File: src/rtl/mms_pkg.sv
// Shared types and constants for the streaming min/max selector.
package mms_pkg;

  typedef enum logic [1:0] {
    IDLE = 2'd0,
    ACC  = 2'd1,
    OUT  = 2'd2
  } state_e;

  localparam logic MODE_MAX = 1'b0;
  localparam logic MODE_MIN = 1'b1;

endpackage

File: src/rtl/mms_stream_if.sv
// Input element stream and output result stream of mms_stream.
interface mms_stream_if #(
  parameter int unsigned DATA_W = 8,
  parameter int unsigned IDX_W  = 8
);

  logic              select;
  logic              in_valid;
  logic              in_ready;
  logic [DATA_W-1:0] in_data;
  logic              in_last;
  logic              out_valid;
  logic              out_ready;
  logic [DATA_W-1:0] out_data;
  logic [IDX_W-1:0]  out_idx;
  logic [IDX_W:0]    out_count;
  logic              out_trunc;

  // Source/sink side: drives elements and accepts results
  modport master (
    output select, in_valid, in_data, in_last, out_ready,
    input  in_ready, out_valid, out_data, out_idx, out_count, out_trunc
  );

  // Selector side
  modport slave (
    input  select, in_valid, in_data, in_last, out_ready,
    output in_ready, out_valid, out_data, out_idx, out_count, out_trunc
  );

endinterface

File: src/rtl/mms_cmp_sel.sv
// Strict unsigned compare: flags a candidate that beats the current best for the mode.
module mms_cmp_sel
  import mms_pkg::*;
#(
  parameter int unsigned DATA_W = 8
) (
  input  logic              i_mode,
  input  logic [DATA_W-1:0] i_cand,
  input  logic [DATA_W-1:0] i_best,
  output logic              o_take_c
);

  // Strict compare so ties keep the earlier element
  always_comb begin
    o_take_c = 1'b0;
    if (i_mode == MODE_MIN) begin
      o_take_c = (i_cand < i_best);
    end else begin
      o_take_c = (i_cand > i_best);
    end
  end

endmodule

File: src/rtl/mms_stream.sv
// Streaming min/max selector: tracks a frame's extreme value, its index and the frame length.
module mms_stream
  import mms_pkg::*;
#(
  parameter int unsigned DATA_W = 8,
  parameter int unsigned IDX_W  = 8
) (
  input  logic         clk,
  input  logic         rst_n,
  mms_stream_if.slave  bus
);

  localparam int unsigned CNT_W = IDX_W + 1;
  localparam logic [CNT_W-1:0] LAST_IDX = CNT_W'((2 ** IDX_W) - 1);

  state_e            r_state;
  state_e            w_state_nxt;
  logic              r_mode;
  logic              r_in_ready;
  logic              r_out_valid;
  logic              r_trunc;
  logic [DATA_W-1:0] r_best;
  logic [IDX_W-1:0]  r_best_idx;
  logic [CNT_W-1:0]  r_cnt;

  logic              w_in_acc;
  logic              w_out_acc;
  logic              w_at_limit;
  logic              w_take;

  mms_cmp_sel #(
    .DATA_W (DATA_W)
  ) u_cmp_sel (
    .i_mode   (r_mode),
    .i_cand   (bus.in_data),
    .i_best   (r_best),
    .o_take_c (w_take)
  );

  // Handshake decode from registered state only
  always_comb begin
    w_in_acc   = bus.in_valid && r_in_ready;
    w_out_acc  = r_out_valid && bus.out_ready;
    w_at_limit = (r_cnt == LAST_IDX);
  end

  always_ff @(posedge clk or negedge rst_n) begin
    if (!rst_n) begin
      r_state <= IDLE;
    end else begin
      r_state <= w_state_nxt;
    end
  end

  always_comb begin
    w_state_nxt = r_state;
    case (r_state)
      IDLE: begin
        if (w_in_acc) begin
          w_state_nxt = bus.in_last ? OUT : ACC;
        end
      end
      ACC: begin
        if (w_in_acc && (bus.in_last || w_at_limit)) begin
          w_state_nxt = OUT;
        end
      end
      OUT: begin
        if (w_out_acc) begin
          w_state_nxt = IDLE;
        end
      end
      default: w_state_nxt = IDLE;
    endcase
  end

  // Frame accumulator and result registers
  always_ff @(posedge clk or negedge rst_n) begin
    if (!rst_n) begin
      r_in_ready  <= 1'b0;
      r_out_valid <= 1'b0;
      r_mode      <= MODE_MAX;
      r_best      <= '0;
      r_best_idx  <= '0;
      r_cnt       <= '0;
      r_trunc     <= 1'b0;
    end else begin
      r_in_ready  <= (w_state_nxt != OUT);
      r_out_valid <= (w_state_nxt == OUT);
      case (r_state)
        IDLE: begin
          if (w_in_acc) begin
            r_mode     <= bus.select;
            r_best     <= bus.in_data;
            r_best_idx <= '0;
            r_cnt      <= CNT_W'(1);
            r_trunc    <= 1'b0;
          end
        end
        ACC: begin
          if (w_in_acc) begin
            if (w_take) begin
              r_best     <= bus.in_data;
              r_best_idx <= r_cnt[IDX_W-1:0];
            end
            r_cnt   <= r_cnt + CNT_W'(1);
            r_trunc <= w_at_limit && !bus.in_last;
          end
        end
        OUT: begin
          if (w_out_acc) begin
            r_trunc <= 1'b0;
          end
        end
        default: r_trunc <= 1'b0;
      endcase
    end
  end

  assign bus.in_ready  = r_in_ready;
  assign bus.out_valid = r_out_valid;
  assign bus.out_data  = r_best;
  assign bus.out_idx   = r_best_idx;
  assign bus.out_count = r_cnt;
  assign bus.out_trunc = r_trunc;

endmodule

File: src/flat_wrapper.sv
// flat-port wrapper written by rule: the top's interface ports become plain ports
module mms_stream_flat import mms_pkg::*;
#(
  parameter int unsigned DATA_W = 8,
  parameter int unsigned IDX_W  = 8
)
  (clk, rst_n, bus_select, bus_in_valid, bus_in_data, bus_in_last, bus_out_ready, bus_in_ready, bus_out_valid, bus_out_data, bus_out_idx, bus_out_count, bus_out_trunc);
  mms_stream_if #(.DATA_W(DATA_W), .IDX_W(IDX_W)) bus_i ();
  input  logic clk;
  input  logic rst_n;
  input wire logic [$bits(bus_i.select)-1:0] bus_select;
  input wire logic [$bits(bus_i.in_valid)-1:0] bus_in_valid;
  input wire logic [$bits(bus_i.in_data)-1:0] bus_in_data;
  input wire logic [$bits(bus_i.in_last)-1:0] bus_in_last;
  input wire logic [$bits(bus_i.out_ready)-1:0] bus_out_ready;
  output wire logic [$bits(bus_i.in_ready)-1:0] bus_in_ready;
  output wire logic [$bits(bus_i.out_valid)-1:0] bus_out_valid;
  output wire logic [$bits(bus_i.out_data)-1:0] bus_out_data;
  output wire logic [$bits(bus_i.out_idx)-1:0] bus_out_idx;
  output wire logic [$bits(bus_i.out_count)-1:0] bus_out_count;
  output wire logic [$bits(bus_i.out_trunc)-1:0] bus_out_trunc;
  assign bus_i.select = bus_select;
  assign bus_i.in_valid = bus_in_valid;
  assign bus_i.in_data = bus_in_data;
  assign bus_i.in_last = bus_in_last;
  assign bus_i.out_ready = bus_out_ready;
  assign bus_in_ready = bus_i.in_ready;
  assign bus_out_valid = bus_i.out_valid;
  assign bus_out_data = bus_i.out_data;
  assign bus_out_idx = bus_i.out_idx;
  assign bus_out_count = bus_i.out_count;
  assign bus_out_trunc = bus_i.out_trunc;
  mms_stream #(.DATA_W(DATA_W), .IDX_W(IDX_W)) u_core (.clk(clk), .rst_n(rst_n), .bus(bus_i));
endmodule
File: config.mk
export PLATFORM = sky130hd
export DESIGN_NAME = mms_stream_flat
export DESIGN_NICKNAME = d
export VERILOG_FILES = /design/src/rtl/mms_pkg.sv /design/src/rtl/mms_stream_if.sv /design/src/rtl/mms_cmp_sel.sv /design/src/rtl/mms_stream.sv /design/src/flat_wrapper.sv
export SDC_FILE = /design/constraint.sdc
export NUM_CORES = 1
export LEC_CHECK = 0
export CAP_MARGIN = 10
export CORE_ASPECT_RATIO = 1.75
export CORE_MARGIN = 4
export CORE_UTILIZATION = 48
export DETAILED_ROUTE_END_ITERATION = 6
export PLACE_DENSITY = 0.88
export SYNTH_ARGS = -nofsm -noshare
export SYNTH_HDL_FRONTEND = slang
export SYNTH_HIERARCHICAL = 1
export SYNTH_SLANG_ARGS = --single-unit
File: constraint.sdc
create_clock -name clk -period 3 [get_ports clk]
set_input_delay 0.6 -clock clk [delete_from_list [all_inputs] [get_ports clk]]
set_output_delay 0.6 -clock clk [all_outputs]
set_load 0.01 [all_outputs]
## Yosys cells after proc, flatten, opt, wreduce, memory -nomap -nowiden

Index checks and enable logic that the tools add are counted.

- Multiplexer cells: 21
- Eq/ne operators: 9
- Order comparisons: 2
- Reduce and logical (&&, ||, !) cells: 12
- Add/sub/neg operators: 1

Operator list:

| kind | number |
|---|---|
| 8-bit two-way mux | 6 |
| 8-bit one-hot mux with 2 select lines | 2 |
| 9-bit two-way mux | 2 |
| 9-bit one-hot mux with 2 select lines | 1 |
| 9-bit by 1-bit adder with 9-bit output (second input constant) | 1 |
| 9-bit by 8-bit == test with 1-bit output (second input constant) | 1 |
| 8-bit > comparator | 1 |
| 8-bit less-than comparator | 1 |
| 2-bit two-way mux | 4 |
| 2-bit by 1-bit inequality test with 1-bit output (second input constant) | 3 |
| 2-bit one-hot mux with 3 select lines | 1 |
| 3-bit AND reduction | 2 |
| 2-bit == test (second input constant) | 2 |
| 1-bit logical AND | 4 |
| 1-bit two-way mux | 4 |
| 2-bit inequality test (second input constant) | 2 |
| 4-bit AND reduction | 1 |
| 1-bit one-hot mux with 3 select lines | 1 |
| 2-bit by 1-bit == test with 1-bit output (second input constant) | 1 |
| 2-bit zero test | 1 |
| 2-bit AND reduction | 1 |
| 2-bit nonzero test | 1 |
| 1-bit zero test | 1 |
| 1-bit logical OR | 1 |

- Flip-flop bits (word level): 31
- Input port bits: 14
- Output and inout port bits: 28
- Logic and storage cells: 53

## Logic depth before layout (Yosys ltp)

- Depth after elaboration: 6
- Mapped depth: 11

## Modules after synthesis

The synthesis kept the hierarchy.

Modules (own cells, without submodules):

| module | area an instance (um^2) | cells an instance | instances |
|---|---|---|---|
| mms_stream | 1408.9 | 129 | 1 |
| mms_cmp_sel | 209.0 | 29 | 1 |

## Worst setup path before layout

OpenSTA, ideal clock, no wires.

- Path kind: input -> register
- From: input bus_in_data[1]
- To: register u_core.r_best[0] (netlist: u_core/bus.out_data[0])
- Stages: 10
- Path buffers: 1
- Required time: 2.875 ns
- Arrival: 2.281 ns
- Path slack: 0.594 ns
- Cells stage by stage: ha_1 -> nor2b_1 -> o211ai_1 -> a21oi_2 -> o22ai_1 -> o22ai_1 -> nor2b_1 -> buf_2 -> nor2_2 -> mux2_2

- Longest elaborated chain between the ends: 4
- Elaborated cells between the ends (all ways): 5
- Classes of those cells: order compare: 2; eq/ne: 1; mux: 1; reduce/logical: 1

Ends and longest elaborated chain:

| item | line | source |
|---|---|---|
| start: declaration | flat_wrapper.sv:13 | `input wire logic [$bits(bus_i.in_data)-1:0] bus_in_data;` |
| 8-bit > comparator / 8-bit less-than comparator (equally long branches) | mms_cmp_sel.sv:19, mms_cmp_sel.sv:17 |  |
| 1-bit two-way mux (*) | mms_cmp_sel.sv:16 | `if (i_mode == MODE_MIN) begin` |
| named net u_core.w_take | mms_stream.sv:29 | `logic w_take;` |
| 2-bit inequality test (no source line) (*) | - |  |
| 4-bit AND reduction (no source line) (*) | - |  |
| end signal: assignment | mms_stream.sv:94 | `r_best <= bus.in_data;` |
| end signal: assignment | mms_stream.sv:103 | `r_best <= bus.in_data;` |
| end: declaration | mms_stream.sv:22 | `logic [DATA_W-1:0] r_best;` |

The timed path passes the listed nets; every way through them passes the cells marked *.
A chain may end at the register's enable or synchronous reset.

## Worst setup path in the final report

Same ends and word-level chain as after synthesis.

==> summary.md <==
| Metric | Value |
|---|---|
| Status | finished, final reports clean |
| Avg Vias per Cell | 5.74 |
| CP max stage delay | roughly 0.42 ns |
| Netlist Area Pre-Place | between 1500 and 2000 sq um |
| Detail Route Antenna Nets | 0 |
| Worst hold path class | reg2reg |
| Utilization after layout | between 60% and 70% |
| Leakage | 0.946 nW |
| Diode count | 0 |
| Crit-path cells | clkdlybuf4s50_1 -> ha_1 -> nor2b_1 -> o211ai_1 -> a21oi_2 -> o22ai_1 -> o22ai_1 -> nor2b_1 -> nor2_2 -> mux2_2 |
| First-pass GRT wire length | 6.49 mm |
| Number of clock sinks | 31 |
| Total track usage | 19.9% |
| Routed WL | between 3 and 4 mm |
| Max Slew Vio Count | 0 |
| Largest net degree at the start of global routing | 32 |
| CTS H-tree lvls | 2 |
| # DRC | 0 |
| Clock Skew | about 0.0054 ns |
| Iteration-0 DRC Markers | 24 |
| Number of core rows | 27 |
| CP Buf/Inv Count | 1 |
| WS Path Type | in2reg |
| FILL cells | 249 |
| Number of library cell types mapped by synthesis | 34 |
| Clk network pwr share | 17.7% |
| Pint | 1.25 mW |
| Post-route worst setup slack | between 0.2 and 0.3 ns |
| Max Clk Rate | 369 MHz |
| Worst Path Arrival | around 2.9 ns |
| Die area | 4400 sq um |
| Initial Utilization | 50.4% |
| TritonCTS Buffers | 5 |
| Post-DP HPWL | 2.84 mm |
| Clock Latency Late Sink | 0.29 ns |
| Die width | approximately 52 um |
| Final Wtd Congestion | 0.697 |
| CP delay by family, top | simple AND/OR/NAND/NOR gates |
| Tcrit/Tclk final | ~90% |
| Seq pwr share | 37.7% |
| NetSw | about 0.75 mW |
| Measured slew at the worst slew-check pin | 0.631 ns |
| Max IR drop VDD | 0.558 mV |
| Nets | 225 |
| # setup viols final | 0 |
| Ys async rst share | 100% |
| Port Buffers | 41 |
| Post-synth EDFFs | 0 |
| Clk slew on worst S/H paths | 0.06 ns |
| Min Tclk post-route | 2.71 ns |
| CTS tree | built |
| Synth Net Count | 182 |
| CTS max path bufs | 2 |
| RSZ-0062 raised after global routing | no |
| Avg Inst Size Synth | a little over 10 sq um |
| Hold wc startpoint | u_core/bus.out_idx[2]$_DFFE_PN0P_ |
| Mapped Cells | 158 |
| Max-cap violations | 0 |
| Critical Path Start Type | input pin |
| Total power | 2.01 mW |
| Post-Place Cells | 237 |
| Worst-path fanout max | 8 |
| Root Driver | clkbuf_8 |
| Synth Register Bits | 31 |
| Placeable Area | 3210 sq um |
| P&R area growth vs syn | 33.6% |
| Sequential area share after synthesis | a little under half |
| Detailed Routing Iterations Pass 1 | 4 |
| Power share of the combinational group | 44.7% |
| Crit path required time | 3.17 ns |
| I/O pin cnt | 42 |
| Die Span Y | 84.8 um |
| Pre-CTS WS | roughly 0.00014 ns |
| Drt wl/cell | 15.7 um |
| Setup repair bufs after CTS | 0 |
| Initial antenna violation count | 0 |
| Ys Warns | 6 |
| Total congestion overflow | 0 |
| Most frequent cells in the layout | clkdlybuf4s50_1 (41), dfrtp_1 (31), nand2_1 (24) |
| Vias in the first global route | approximately 1500 |
| Endpoint class of the critical path | register |
| Dominant synthesized flop cell | dfrtp_1 |
| Setup TNS | 0 ns |
| Sw Share | 37.5% |
| RR Startpoint | u_core/bus.out_data[1]$_DFFE_PN0P_ |
| PostCTS Resize Cnt | 0 |
| Layout cell share with drive strength beyond 1 | 10.9% |
| Final instance count without filler cells | 245 |
| Commonest non-fill, non-tap cell in the layout | clkdlybuf4s50_1 |
| Final Hold Fails | 0 |
| CTS Hold Buffers Added | 0 |
| Pwr dens | 928 nW/um^2 |
| Crit. Startpoint | bus_in_data[1] |
| Crit path max-delay cell type | clkdlybuf4s50_1 |
| Vias | about 1400 |
| Relative slew slack | 57.9% |
layout make-up:
class                           count  area, sq um  area share, %
Timing Repair Buffer               43          425           19.7
Clock buffer                        8          100           4.63
Multi-Input combinational cell    111          772           35.7
Tap cell                           43         53.8           2.49
Inverter                            9         33.8           1.56
Sequential cell                    31          776           35.9
path summary, 6_finish.rpt:
| kind | endpoint | slack (ns) | cells after the start |
|---|---|---|---|
| setup / recovery | u_core/bus.out_data[0]$_DFFE_PN0P_ | 0.29 | 10 |
| hold / removal | u_core/bus.out_idx[2]$_DFFE_PN0P_ | 0.51 | 2 |
| setup reg to reg | u_core/bus.out_data[0]$_DFFE_PN0P_ | 0.63 | 10 |
| hold reg to reg | u_core/bus.out_idx[2]$_DFFE_PN0P_ | 0.51 | 2 |
| max in group asynchronous | u_core/bus.out_idx[6]$_DFFE_PN0P_ | 2.00 | 2 |
| min in group asynchronous | u_core/bus.out_data[7]$_DFFE_PN0P_ | 0.70 | 2 |
logic make-up after synthesis:
kind of cell,synth area share [%]
fa+ha+maj,7.73
compound gates,15.8
buf+inv,4.33
simple gates,17.2
mux,6.96
flops,48.0
metrics by stage:
stage          hold slack [ns]  area (sq um)
2_1_floorplan            0.304          1620
3_3_place_gp             0.486          2060
3_5_place_dp             0.491          2060
4_1_cts                  0.509          2160
5_1_grt                  0.540          2160
6_report                 0.507          2160
state kept, by name, indices dropped and copies added (netlist names):
signal,flops
u_core/bus.out_trunc,1
u_core/bus.out_count,9
u_core/r_state,2
u_core/bus.out_valid,1
u_core/bus.out_data,8
u_core/bus.in_ready,1
u_core/bus.out_idx,8
u_core/r_mode,1
power groups by stage:
stage	clock, mW	combinational (mW)	sequential, mW
floorplan	0	0.490	0.754
global placement	0	0.851	0.749
detailed placement	0	0.897	0.763
CTS	0.365	0.900	0.756
global route	0.377	0.985	0.789
finish	0.354	0.895	0.755
routing by layer:
layer / wire (um) / vias up / global-route usage [%]
met3: 199 / 10 / 5.51
li1: - / 662 / -
met1: 1440 / 683 / 21.1
met5: 0 / - / 0
met4: 133 / 0 / 12.9
met2: 2070 / 51 / 33.0
cell usage after synthesis (2+ instances only):
| master | number | share of area (%) |
|---|---|---|
| mux2_2 | 10 | 7.0 |
| nor2_1 | 3 | 0.70 |
| o211ai_1 | 3 | 1.4 |
| or4_1 | 2 | 0.93 |
| nor2b_1 | 2 | 0.77 |
| nand4_1 | 4 | 1.5 |
| clkbuf_1 | 3 | 0.70 |
| nand2b_1 | 3 | 1.2 |
| o22ai_1 | 2 | 0.77 |
| nor3_1 | 2 | 0.62 |
| o21ai_0 | 7 | 2.2 |
| dfrtp_1 | 31 | 48 |
| ha_1 | 10 | 7.7 |
| o31ai_1 | 2 | 0.93 |
| nand3_1 | 7 | 2.2 |
| a21oi_1 | 10 | 3.1 |
| buf_2 | 2 | 0.62 |
| a32oi_1 | 7 | 3.8 |
| inv_1 | 9 | 2.1 |
| a21o_1 | 2 | 0.93 |
| nand2_1 | 24 | 5.6 |
worst register-to-register path: stages, from the launching register on:
cell	delay [ns]
dfrtp_1	0.36
inv_1	0.05
ha_1	0.28
nor2b_1	0.14
o211ai_1	0.11
a21oi_2	0.16
o22ai_1	0.09
o22ai_1	0.22
nor2b_1	0.10
nor2_2	0.34
mux2_2	0.39
(Power assumes the default switching activity.)
